File: config.mk
export PLATFORM = sky130hd
export DESIGN_NAME = div_seq
export DESIGN_NICKNAME = d
export VERILOG_FILES = /design/src/rtl/div_pkg.sv /design/src/rtl/div_step.sv /design/src/rtl/div_seq.sv
export SDC_FILE = /design/constraint.sdc
export NUM_CORES = 1
export LEC_CHECK = 0
export BUFFER_PORTS_ARGS = -buffer_cell sky130_fd_sc_hd__buf_4
export CELL_PAD_IN_SITES_DETAIL_PLACEMENT = 0
export CELL_PAD_IN_SITES_GLOBAL_PLACEMENT = 1
export CORE_ASPECT_RATIO = 1.2
export CORE_MARGIN = 4
export CORE_UTILIZATION = 45
export CTS_BUF_LIST = sky130_fd_sc_hd__clkbuf_8 sky130_fd_sc_hd__clkbuf_16
export DETAILED_ROUTE_END_ITERATION = 8
export GPL_TIMING_DRIVEN = 0
export PLACE_DENSITY = 0.82
export SYNTH_ARGS = -nofsm -noshare
export SYNTH_HDL_FRONTEND = slang
export SYNTH_SLANG_ARGS = --single-unit
File: constraint.sdc
create_clock -name clk -period 11.1 [get_ports clk]
set_input_delay 1.665 -clock clk [delete_from_list [all_inputs] [get_ports clk]]
set_output_delay 1.665 -clock clk [all_outputs]
set_load 0.03 [all_outputs]
File: src/rtl/div_pkg.sv
// Shared definitions for the sequential divider.
//   DEF_WIDTH : default operand / quotient / remainder width
//   IDLE, CALC, FIX : FSM state encodings
//   DBZ_QUOT  : quotient reported on divide-by-zero (all ones)
package div_pkg;

    localparam int unsigned DEF_WIDTH = 32;

    localparam logic [1:0] IDLE = 2'd0;
    localparam logic [1:0] CALC = 2'd1;
    localparam logic [1:0] FIX  = 2'd2;

    localparam logic [DEF_WIDTH-1:0] DBZ_QUOT = '1;

endpackage

File: src/rtl/div_step.sv
// One radix-2 restoring division iteration (purely combinational).
//   prem      : current partial remainder (WIDTH+1 bits)
//   dvd_msb   : next dividend bit shifted into the partial remainder
//   divisor   : divisor magnitude
//   prem_next : partial remainder after the trial subtract
//   qbit      : quotient bit produced by this iteration
module div_step #(
    parameter int unsigned WIDTH = 32
) (
    input  logic [WIDTH:0]   prem,
    input  logic             dvd_msb,
    input  logic [WIDTH-1:0] divisor,
    output logic [WIDTH:0]   prem_next,
    output logic             qbit
);

    logic [WIDTH:0] shifted;
    logic [WIDTH:0] divisor_ext;

    always_comb begin
        // The partial remainder is always below the divisor, so its top bit
        // is zero on entry and the shifted value still fits in WIDTH+1 bits.
        shifted     = (WIDTH+1)'({prem, dvd_msb});
        divisor_ext = {1'b0, divisor};
        // A non-negative trial difference is the same as shifted >= divisor.
        qbit        = (shifted >= divisor_ext);
        prem_next   = qbit ? (shifted - divisor_ext) : shifted;
    end

endmodule

File: src/rtl/div_seq.sv
// Iterative radix-2 restoring divider, signed or unsigned, one quotient bit
// per clock.
//   clk, rst   : rising-edge clock, asynchronous active-high reset
//   start      : request, accepted only while busy is low
//   signed_op  : 1 = two's-complement operands, 0 = unsigned
//   dividend   : numerator
//   divisor    : denominator
//   busy       : operation in progress
//   res_valid  : one-cycle completion strobe
//   res        : {divide-by-zero flag, quotient}, held between completions
//   rem        : remainder, held between completions
module div_seq
    import div_pkg::*;
#(
    parameter int unsigned WIDTH = DEF_WIDTH
) (
    input  logic             clk,
    input  logic             rst,
    input  logic             start,
    input  logic             signed_op,
    input  logic [WIDTH-1:0] dividend,
    input  logic [WIDTH-1:0] divisor,
    output logic             busy,
    output logic             res_valid,
    output logic [WIDTH:0]   res,
    output logic [WIDTH-1:0] rem
);

    localparam int unsigned CW = $clog2(WIDTH);

    logic [1:0]       state;
    logic [CW-1:0]    cnt;
    logic             neg_q;
    logic             neg_r;
    logic             dbz;
    logic [WIDTH:0]   prem;
    logic [WIDTH-1:0] quo;
    logic [WIDTH-1:0] dvs;

    logic [WIDTH-1:0] dividend_abs;
    logic [WIDTH-1:0] divisor_abs;
    logic [WIDTH:0]   step_rem;
    logic             step_q;
    logic [WIDTH-1:0] quot_fix;
    logic [WIDTH-1:0] rem_fix;

    div_step #(
        .WIDTH (WIDTH)
    ) u_step (
        .prem      (prem),
        .dvd_msb   (quo[WIDTH-1]),
        .divisor   (dvs),
        .prem_next (step_rem),
        .qbit      (step_q)
    );

    always_comb begin
        // -2^(WIDTH-1) negates to itself, which read as unsigned is its magnitude.
        dividend_abs = (signed_op && dividend[WIDTH-1]) ? (~dividend + 1'b1) : dividend;
        divisor_abs  = (signed_op && divisor[WIDTH-1])  ? (~divisor + 1'b1)  : divisor;
        quot_fix     = neg_q ? (~quo + 1'b1) : quo;
        rem_fix      = neg_r ? (~prem[WIDTH-1:0] + 1'b1) : prem[WIDTH-1:0];
    end

    assign busy = (state != IDLE);

    always_ff @(posedge clk or posedge rst) begin
        if (rst) begin
            state     <= IDLE;
            cnt       <= '0;
            neg_q     <= 1'b0;
            neg_r     <= 1'b0;
            dbz       <= 1'b0;
            prem      <= '0;
            quo       <= '0;
            dvs       <= '0;
            res_valid <= 1'b0;
            res       <= '0;
            rem       <= '0;
        end else begin
            res_valid <= 1'b0;
            case (state)
                IDLE: begin
                    if (start) begin
                        // signed_op only matters through the two sign flags,
                        // so it is captured in them rather than kept separately.
                        neg_q <= signed_op & (dividend[WIDTH-1] ^ divisor[WIDTH-1]);
                        neg_r <= signed_op & dividend[WIDTH-1];
                        prem  <= '0;
                        cnt   <= CW'(WIDTH - 1);
                        dvs   <= divisor_abs;
                        if (divisor == '0) begin
                            // The quotient register carries the raw dividend
                            // so it can be returned unmodified as the remainder.
                            dbz   <= 1'b1;
                            quo   <= dividend;
                            state <= FIX;
                        end else begin
                            dbz   <= 1'b0;
                            quo   <= dividend_abs;
                            state <= CALC;
                        end
                    end
                end
                CALC: begin
                    // Dividend bits leave the top of quo as quotient bits
                    // enter at the bottom.
                    prem <= step_rem;
                    quo  <= {quo[WIDTH-2:0], step_q};
                    if (cnt == '0) begin
                        state <= FIX;
                    end else begin
                        cnt <= cnt - 1'b1;
                    end
                end
                FIX: begin
                    res_valid <= 1'b1;
                    state     <= IDLE;
                    if (dbz) begin
                        res <= {1'b1, WIDTH'(DBZ_QUOT)};
                        rem <= quo;
                    end else begin
                        res <= {1'b0, quot_fix};
                        rem <= rem_fix;
                    end
                end
                default: begin
                    state <= IDLE;
                end
            endcase
        end
    end

endmodule
==> out/results.tsv <==
metric	value	unit
status	complete, no violations	
finalWirelength	36900	µm
path_class	in2reg	
routedWlPerCell	19.9	µm
startpoint_type	input port	
synth-seq-cells	172	
ir_drop	0.000144	V
fin_area	13500	µm²
clock_sinks	172	
final_max_slew_viol_count	0	
synth.area.top_cells	dfrtp_1 (38%), xor2_1 (7.7%), o21ai_0 (7.6%), nand2_1 (5.1%), a21oi_1 (5.0%)	
dr.pass1.iters	5	
cts_buffers	17	
gr-total-overflow	0	
synth_nets	1464	
r2r_slack	7400	ps
ff2ff_path_depth	11	
ios	135	
synth-edff-count	0	
cp_cell_sequence	buf_4 -> nor4_1 -> or3b_2 -> nor4_2 -> nand3_1 -> nand3_1 -> buf_4 -> a21oi_1 -> xnor2_1 -> o21ai_0	
cts.hold.buffers_added	0	
grt_pass1_vias	10400	
grt_first_pass_wirelength	57600	µm
r2r-start	prem[0]$_DFFE_PP0P_	
drc	0	
synth.most_common_cell	o21ai_0	
power.total	4.30	mW
worst_r2r_endpoint	prem[29]$_DFFE_PP0P_	
synth-main-ff-cell	dfrtp_1	
die_area	28000	µm²
period_share	0.403	
grt_max_degree	97	
finalSetupTns	0	ps
vias_per_cell	5.65	
synth.yosys.warnings	0	
htreeDepth	4	
root_buffer	clkbuf_16	
power_density	319	nW/µm²
core_area	24800	µm²
drt_iter0_markers	646	
cts_tree	yes	
die_h	182	µm
cp_max_fo	10	
fmax	224	MHz
combPwrFrac	0.572	
setup_viol	0	
clkPwrFrac	0.147	
required	11400	ps
syn_area	11400	µm²
antenna_found_initial	0	
slew_headroom	0.294	
seqPwrFrac	0.282	
cp-end-kind	register	
critPathSlowestCell	nor4_2	
placementRows	63	
hold_path_class	reg2reg	
io_buffers	134	
hpwl	29600	µm
rsz0062_at_grt	false	
track_usage	0.262	
power.switching	2.06	mW
start_util	0.459	
hold_end	dvs[20]$_DFFE_PP0P_	
postSynthCellCount	1357	
tightest_slew	1040	ps
intPower	2.23	mW
synthTopCellsByCount	o21ai_0 (174), dfrtp_1 (172), nand2_1 (155), a21oi_1 (113), xor2_1 (100)	
placed_cell_area	12800	µm²
cp_data_arrival_time	4770	ps
antennaDiodeCount	0	
drv_cap	0	
min_period	4470	ps
area_growth	18.1	%
drive_gt1_frac	0.134	
finClkSkew	7.53	ps
cts_resized	0	
synth_cell_types	66	
clk_pin_slew	60	ps
max_stage_delay	590	ps
die_w	153	µm
synth_area_per_cell	8.40	µm²
min_from	dvs[20]$_DFFE_PP0P_	
synth-async-reset-ratio	1.00	
fillers	2428	
min_delay_path_depth	2	
cts_setup_buffers	0	
via_count	10400	
finalHoldViolCount	0	
synth_top_area_cell	dfrtp_1	
antenna_left	0	
fin_nets	1618	
synth_top_area_share	0.378	
clk_path_buf_depth	2	
p_leak	6.03	nW
path_buf_inv	2	
clk_latency	440	ps
p_sw_frac	0.480	
yosysSeqAreaShare	0.378	
cp_top_family	simple AND/OR/NAND/NOR gates	
place.gp.congestion	0.929	
[state kept, by name, indices dropped and copies added (netlist names)]
signal	cells
cnt	5
neg_q	1
res_valid	1
state	2
neg_r	1
quo	32
prem	32
rem	32
dbz	1
dvs	32
res	33
[layer usage]
| layer | track usage | wire length [µm] | vias to the layer above |
|---|---|---|---|
| li1 | - | - | 5129 |
| met1 | 0.298 | 14500 | 4932 |
| met2 | 0.486 | 19200 | 307 |
| met3 | 0.0372 | 1610 | 79 |
| met4 | 0.116 | 1550 | 0 |
| met5 | 0 | 0 | - |
[cell type report]
class | count | area (µm²) | share of cell area
Tap cell | 325 | 407 | 0.0302
Buffer | 73 | 294 | 0.0218
Multi-Input combinational cell | 1059 | 6600 | 0.490
Clock buffer | 19 | 453 | 0.0336
Sequential cell | 172 | 4300 | 0.320
Timing Repair Buffer | 135 | 1030 | 0.0768
Clock inverter | 13 | 164 | 0.0122
Inverter | 53 | 206 | 0.0153
[logic make-up after synthesis]
family,Yosys count,synth area share
buffers and inverters,126,0.0432
AO/OA/AOI/OAI,430,0.224
flip-flops,172,0.378
multiplexers,27,0.0237
XOR/XNOR,148,0.114
AND/OR/NAND/NOR,415,0.174
adder cells (fa/ha/maj),39,0.0435
[worst min-delay path: stages (launching register included)]
cell	delay, ps
dfrtp_1	340
nand2_1	50
o21ai_0	60
[cells in the final DEF, fill, tap and decap left out, drive strengths merged, types with 6 or more instances in the layout]
cell	instances
nand3	37
o21a	13
xnor2	48
o31ai	28
nor4	16
ha	38
clkinv	6
xor2	100
o41ai	13
nor3	26
or4	12
a21oi	116
nand2b	8
or3	15
nand4	9
a31oi	13
o21ai	181
or2	11
a22oi	23
and3	18
nor2	87
clkbuf	81
mux2i	27
and2	8
nand2	155
a21o	11
buf	146
dfrtp	172
inv	55
[per-stage QoR]
stage | worst slack [ps] | std cells | hold WS (ps) | utilization
final | 6630 | 1849 | 476 | 0.542
after global routing | 6430 | 1849 | 498 | 0.542
after CTS | 6610 | 1849 | 481 | 0.542
after detailed placement | 6150 | 1817 | 465 | 0.517
after global placement | 2820 | 1816 | 462 | 0.516
after floorplan | 4770 | 1357 | 450 | -
[worst max path at each step]
stage	startpoint	end	slack [ps]	cells after the start
after global placement	rst	rem[14]$_DFFE_PP0P_	2820	2
final	divisor[9]	quo[5]$_DFFE_PP0P_	6630	10
after floorplan	rst	cnt[0]$_DFFE_PP0P_	4770	1
after CTS	divisor[9]	quo[19]$_DFFE_PP0P_	6610	10
after global routing	divisor[9]	quo[21]$_DFFE_PP0P_	6430	10
after detailed placement	divisor[9]	quo[19]$_DFFE_PP0P_	6150	10
[power by group through the flow]
stage,clock network [mW],registers (mW),logic [mW]
floorplan,0,1.13,1.78
global placement,0,1.21,2.42
detailed placement,0,1.21,2.44
CTS,0.635,1.20,2.45
global route,0.664,1.24,2.74
finish,0.630,1.21,2.46
(Power assumes the default switching activity.)
